<file path="config.mk">
export PLATFORM = sky130hd
export DESIGN_NAME = rs232_xmit
export DESIGN_NICKNAME = d
export VERILOG_FILES = /design/src/rtl/rs232_pkg.sv /design/src/rtl/rs232_fifo.sv /design/src/rtl/rs232_xmit.sv
export SDC_FILE = /design/constraint.sdc
export NUM_CORES = 1
export LEC_CHECK = 0
export CAP_MARGIN = 20
export CELL_PAD_IN_SITES_DETAIL_PLACEMENT = 0
export CELL_PAD_IN_SITES_GLOBAL_PLACEMENT = 2
export CORE_AREA = 4 4 123 125
export CTS_BUF_LIST = sky130_fd_sc_hd__clkbuf_4 sky130_fd_sc_hd__clkbuf_8
export DETAILED_ROUTE_END_ITERATION = 16
export DIE_AREA = 0 0 127 129
export PLACE_DENSITY = 0.56
export SYNTH_ARGS = -nofsm -noshare
export SYNTH_HDL_FRONTEND = slang
export SYNTH_SLANG_ARGS = --single-unit
</file>
<file path="constraint.sdc">
create_clock -name clk -period 6.25 [get_ports clk]
set_input_delay 1.875 -clock clk [delete_from_list [all_inputs] [get_ports clk]]
set_output_delay 1.875 -clock clk [all_outputs]
set_load 0.005 [all_outputs]
</file>
<file path="src/rtl/rs232_pkg.sv">
// Shared rs232 definitions: FSM encoding, default bit period, frame sizes.
// RS232_XMIT_PARITY_EN adds the PARITY state (8E1 frame instead of 8N1).
package rs232_pkg;

  localparam int DEFAULT_PERIOD = 1250;
  localparam int FRAME_BITS_8N1 = 10;
  localparam int FRAME_BITS_8E1 = 11;

`ifdef RS232_XMIT_PARITY_EN
  typedef enum logic [2:0] {
    ST_IDLE,
    ST_START,
    ST_DATA,
    ST_PARITY,
    ST_STOP
  } state_t;
`else
  typedef enum logic [2:0] {
    ST_IDLE,
    ST_START,
    ST_DATA,
    ST_STOP
  } state_t;
`endif

  function automatic int frame_bits();
`ifdef RS232_XMIT_PARITY_EN
    return FRAME_BITS_8E1;
`else
    return FRAME_BITS_8N1;
`endif
  endfunction

endpackage

</file>
<file path="src/rtl/rs232_fifo.sv">
// Byte FIFO in front of the serializer; DEPTH must be a power of two >= 2.
// Pushes when full and pops when empty are ignored.
module rs232_fifo #(
  parameter int DEPTH = 4
) (
  input  logic                   clk,
  input  logic                   reset,
  input  logic                   push,
  input  logic [7:0]             wr_data,
  input  logic                   pop,
  output logic [7:0]             rd_data,
  output logic                   full,
  output logic                   empty,
  output logic [$clog2(DEPTH):0] count
);

  localparam int AW = $clog2(DEPTH);
  localparam logic [AW:0] FULL_CNT = (AW + 1)'(DEPTH);

  logic [7:0]    mem_q [DEPTH];
  logic [AW-1:0] wr_ptr_q, wr_ptr_d;
  logic [AW-1:0] rd_ptr_q, rd_ptr_d;
  logic [AW:0]   count_q, count_d;
  logic          do_push, do_pop;

  // Qualify requests and advance pointers/occupancy.
  always_comb begin
    full     = (count_q == FULL_CNT);
    empty    = (count_q == '0);
    do_push  = push & ~full;
    do_pop   = pop & ~empty;
    wr_ptr_d = wr_ptr_q;
    rd_ptr_d = rd_ptr_q;
    count_d  = count_q;
    if (do_push) wr_ptr_d = wr_ptr_q + AW'(1);
    if (do_pop)  rd_ptr_d = rd_ptr_q + AW'(1);
    unique case ({do_push, do_pop})
      2'b10:   count_d = count_q + (AW + 1)'(1);
      2'b01:   count_d = count_q - (AW + 1)'(1);
      default: count_d = count_q;
    endcase
  end

  // Pointer and occupancy registers.
  always_ff @(posedge clk or posedge reset) begin
    if (reset) begin
      wr_ptr_q <= '0;
      rd_ptr_q <= '0;
      count_q  <= '0;
    end else begin
      wr_ptr_q <= wr_ptr_d;
      rd_ptr_q <= rd_ptr_d;
      count_q  <= count_d;
    end
  end

  // Storage array; contents are don't-care until written.
  always_ff @(posedge clk) begin
    if (do_push) mem_q[wr_ptr_q] <= wr_data;
  end

  assign rd_data = mem_q[rd_ptr_q];
  assign count   = count_q;

endmodule

</file>
<file path="src/rtl/rs232_xmit.sv">
// RS-232 transmitter: byte FIFO plus LSB-first serializer, PERIOD clocks/bit.
// Defining RS232_XMIT_PARITY_EN inserts an even-parity bit (8E1 frame).
module rs232_xmit
  import rs232_pkg::*;
#(
  parameter int PERIOD = DEFAULT_PERIOD,
  parameter int DEPTH  = 4
) (
  input  logic       clk,
  input  logic       reset,
  input  logic [7:0] tx_data,
  input  logic       tx_valid,
  output logic       tx_ready,
  output logic       TX,
  output logic       busy
);

  localparam int CW = (PERIOD > 1) ? $clog2(PERIOD) : 1;
  localparam int AW = $clog2(DEPTH);
  localparam logic [CW-1:0] CNT_LAST = CW'(PERIOD - 1);

  state_t        state_q, state_d;
  logic [CW-1:0] cnt_q, cnt_d;
  logic [2:0]    idx_q, idx_d;
  logic [7:0]    data_q, data_d;
  logic          tx_q, tx_d;
  logic          bit_end;
  logic          fifo_pop;
  logic          fifo_full;
  logic          fifo_empty;
  logic [7:0]    fifo_head;
  logic [AW:0]   fifo_count;

  rs232_fifo #(
    .DEPTH (DEPTH)
  ) u_fifo (
    .clk     (clk),
    .reset   (reset),
    .push    (tx_valid),
    .wr_data (tx_data),
    .pop     (fifo_pop),
    .rd_data (fifo_head),
    .full    (fifo_full),
    .empty   (fifo_empty),
    .count   (fifo_count)
  );

  // Frame sequencing; a queued byte is loaded straight out of STOP.
  always_comb begin
    state_d  = state_q;
    cnt_d    = cnt_q;
    idx_d    = idx_q;
    data_d   = data_q;
    fifo_pop = 1'b0;
    bit_end  = (cnt_q == CNT_LAST);
    if (state_q != ST_IDLE)
      cnt_d = bit_end ? '0 : cnt_q + CW'(1);
    unique case (state_q)
      ST_IDLE: begin
        if (!fifo_empty) begin
          fifo_pop = 1'b1;
          data_d   = fifo_head;
          cnt_d    = '0;
          state_d  = ST_START;
        end
      end
      ST_START: begin
        if (bit_end) begin
          idx_d   = '0;
          state_d = ST_DATA;
        end
      end
      ST_DATA: begin
        if (bit_end) begin
          idx_d = idx_q + 3'd1;
          if (idx_q == 3'd7)
`ifdef RS232_XMIT_PARITY_EN
            state_d = ST_PARITY;
`else
            state_d = ST_STOP;
`endif
        end
      end
`ifdef RS232_XMIT_PARITY_EN
      ST_PARITY: begin
        if (bit_end) state_d = ST_STOP;
      end
`endif
      ST_STOP: begin
        if (bit_end) begin
          if (!fifo_empty) begin
            fifo_pop = 1'b1;
            data_d   = fifo_head;
            state_d  = ST_START;
          end else begin
            state_d  = ST_IDLE;
          end
        end
      end
      default: state_d = ST_IDLE;
    endcase
  end

  // Line level for the coming cycle, so TX itself is a clean flop.
  always_comb begin
    tx_d = 1'b1;
    unique case (state_d)
      ST_START:  tx_d = 1'b0;
      ST_DATA:   tx_d = data_d[idx_d];
`ifdef RS232_XMIT_PARITY_EN
      ST_PARITY: tx_d = ^data_d;
`endif
      default:   tx_d = 1'b1;
    endcase
  end

  // Serializer state; reset aborts any frame and idles the line.
  always_ff @(posedge clk or posedge reset) begin
    if (reset) begin
      state_q <= ST_IDLE;
      cnt_q   <= '0;
      idx_q   <= '0;
      data_q  <= '0;
      tx_q    <= 1'b1;
    end else begin
      state_q <= state_d;
      cnt_q   <= cnt_d;
      idx_q   <= idx_d;
      data_q  <= data_d;
      tx_q    <= tx_d;
    end
  end

  assign TX       = tx_q;
  assign tx_ready = ~fifo_full;
  assign busy     = (state_q != ST_IDLE) | (fifo_count != '0);

endmodule

</file>
==> results.sh <==
export IMPL_start_util_pct=22.9
export IMPL_layout_area_seq_um2=1790
export IMPL_synth_edf_count=32
export IMPL_grt_pass1_wl_mm=11.2
export IMPL_path_delay_family="simple AND/OR/NAND/NOR gates"
export IMPL_htreeDepth=3
export IMPL_tritoncts="yes"
export IMPL_hold_buffers=0
export IMPL_min_path_type="reg2reg"
export IMPL_slowest_stage="dfrtp_1"
export IMPL_p_leak_nw=1.38
export IMPL_final_cells=456
export IMPL_die_area_um2=16400
export IMPL_drc_errors=0
export IMPL_crit_path_max_fanout=20
export IMPL_powerDensity_nw_per_um2=377
export IMPL_synth_largest_area_cell="edfxtp_1"
export IMPL_finalMaxSlewViolations=0
export IMPL_synth_seq_cells=65
export IMPL_core_um2=13900
export IMPL_clkSinkCount=65
export IMPL_syn_area_um2=3180
export IMPL_netlist_instances=253
export IMPL_grtUsageTotal_pct=8.98
export IMPL_antenna_cells=0
export IMPL_final_hold_violation_count=0
export IMPL_postPlaceCellArea_um2=3500
export IMPL_nFillCells=1476
export IMPL_finalCritPeriodShare_pct=72.0
export IMPL_cts_resized=0
export IMPL_wl_per_cell_um=14.7
export IMPL_postLayoutCellArea_um2=3700
export IMPL_port_buffers=13
export IMPL_globalplace_congestion=0.727
export IMPL_setup_viol=0
export IMPL_critPathBufInv=2
export IMPL_fin_skew_ns=0.00973
export IMPL_io_pins=14
export IMPL_grt_remaining_overflow=0
export IMPL_dp_slack_ns=2.09
export IMPL_r2r_slack_ns=3.04
export IMPL_clockBufferDepth=2
export IMPL_critPathArrivalTime_ns=2.62
export IMPL_worstSetupPathType="reg2out"
export IMPL_synth_common_cells="dfrtp_1, edfxtp_1, nand2_1"
export IMPL_dr_first_iter_drc_count=85
export IMPL_async_flop_share_pct=50.8
export IMPL_viasPerCell=4.42
export IMPL_status="finished clean"
export IMPL_setup_worst_path_end_class="primary output"
export IMPL_hpwlAfterDp_mm=4.70
export IMPL_fin_ws_ns=1.75
export IMPL_start_kind="register"
export IMPL_dp_cells=440
export IMPL_vias=2016
export IMPL_grt_pass1_vias=2100
export IMPL_ys_seq_area_share_pct=56.3
export IMPL_postSynthAreaPerCell_um2=12.6
export IMPL_multi_input_area_um2=1290
export IMPL_die_x_um=127
export IMPL_yosysTopAreaCellShare_pct=30.2
export IMPL_worst_pin_slew_ns=0.628
export IMPL_numCtsBuffers=9
export IMPL_cts_setup_buffers=0
export IMPL_min_period_ns=4.50
export IMPL_clk_pin_slew_worst_paths_ns=0.07
export IMPL_synth_area_top_cells="edfxtp_1, dfrtp_1, mux4_2, ha_1, nand2_1"
export IMPL_die_h_um=129
export IMPL_max_freq_mhz=222
export IMPL_synth_nets=275
export IMPL_drt_total_wl_mm=6.69
export IMPL_drv_cap=0
export IMPL_synthFlopType="edfxtp_1"
export IMPL_ys_types=57
export IMPL_grt_max_degree=34
export IMPL_layout_drive_gt1_share_pct=17.0
export IMPL_setup_tns_ns=0
export IMPL_required_ns=4.38
export IMPL_finalNetCount=293
export IMPL_cp_slowest_stage_delay_ns=0.59
export IMPL_cts_root_buf="clkbuf_8"
export IMPL_antenna_found_initial=0
export IMPL_grt_setup_unrepaired="no"
export IMPL_relSlewSlack_pct=57.8
export IMPL_ant_nets=0
export IMPL_drtPass1Iterations=4
export IMPL_power_w=0.00139
export IMPL_rows=43
export IMPL_cp_cell_sequence="or2_2, nor3_1, inv_1, clkdlybuf4s50_1"
export IMPL_ys_warn_count=0
export IMPL_syn_to_final_growth_pct=16.3
export IMPL_irDropWorstVdd_uv=159
export IMPL_clk_latency_ns=0.35
area by class of cell:
cell class	instances	share of cell area (%)
inverters	16	1.62
well taps	180	6.09
repair buffers	15	3.86
clock inverters	7	1.90
flip-flops and latches	65	48.4
multi-input cells	164	34.8
clock buffers	9	3.35
cell usage in the layout, fill, tap and decap left out, types with 6 or more instances in the layout:
| master | count |
|---|---|
| and3_1 | 6 |
| clkbuf_8 | 9 |
| clkdlybuf4s50_1 | 13 |
| dfrtp_1 | 32 |
| edfxtp_1 | 32 |
| ha_1 | 10 |
| inv_1 | 15 |
| mux2_2 | 6 |
| mux4_2 | 8 |
| nand2_1 | 25 |
| nor2_1 | 14 |
| o21ai_0 | 18 |
power breakdown:
| group | switching, W | internal [W] |
|---|---|---|
| sequential | 0.0000958 | 0.000562 |
| combinational | 0.000193 | 0.000191 |
| clock | 0.000168 | 0.000183 |
| total | 0.000457 | 0.000937 |
worst reg2reg max path, cell delays in order, from the launching register on:
cell and delay (ns):
dfrtp_1 0.42, inv_1 0.09, ha_1 0.17, or4b_4 0.50
nor3_4 0.32, inv_2 0.14, ha_1 0.30, a31oi_1 0.08
o221ai_1 0.38, inv_1 0.14, nor4_1 0.24, a211oi_1 0.09
a211oi_1 0.27
sequential cells by signal (all words and copies together), names as in the netlist:
| name | cells |
|---|---|
| state_q | 3 |
| u_fifo.mem_q | 32 |
| u_fifo.count | 3 |
| TX | 1 |
| u_fifo.rd_ptr_q | 2 |
| cnt_q | 11 |
| u_fifo.wr_ptr_q | 2 |
| data_q | 8 |
| idx_q | 3 |
cells by family after synthesis:
group | after synthesis | synth area share [%]
xor+xnor | 8 | 2.20
mux | 16 | 8.42
compound gates | 51 | 11.6
other cells | 1 | 0.118
simple gates | 77 | 13.6
buf+inv | 24 | 3.23
flops | 65 | 56.3
fa+ha+maj | 11 | 4.57
through the flow:
| step | util (%) | hold slack (ns) |
|---|---|---|
| 2_1_floorplan | - | 0.465 |
| 3_3_place_gp | 25.2 | 0.481 |
| 3_5_place_dp | 25.2 | 0.483 |
| 4_1_cts | 26.6 | 0.508 |
| 5_1_grt | 26.6 | 0.525 |
| 6_report | 26.6 | 0.500 |
layer usage:
| metal | routed length (µm) | part of all wire [%] | vias up | track usage (%) |
|---|---|---|---|---|
| met5 | 0 | 0 | - | 0 |
| met1 | 3120 | 47 | 987 | 11.2 |
| met3 | 199 | 3.0 | 11 | 2.12 |
| met4 | 110 | 1.6 | 0 | 4.35 |
| met2 | 3270 | 49 | 43 | 14.7 |
| li1 | - | - | 975 | - |
path summary, 6_finish.rpt:
path                        endpoint  cells past startpoint        from
min in group asynchronous   cnt_q[2]                      3       reset
min reg2reg                data_q[6]                      1   data_q[6]
min                        data_q[6]                      1   data_q[6]
max                             busy                      4  state_q[1]
max in group asynchronous         TX                      3       reset
max reg2reg                       TX                     12    cnt_q[1]
No activity file was read; power rests on OpenSTA's default activity.
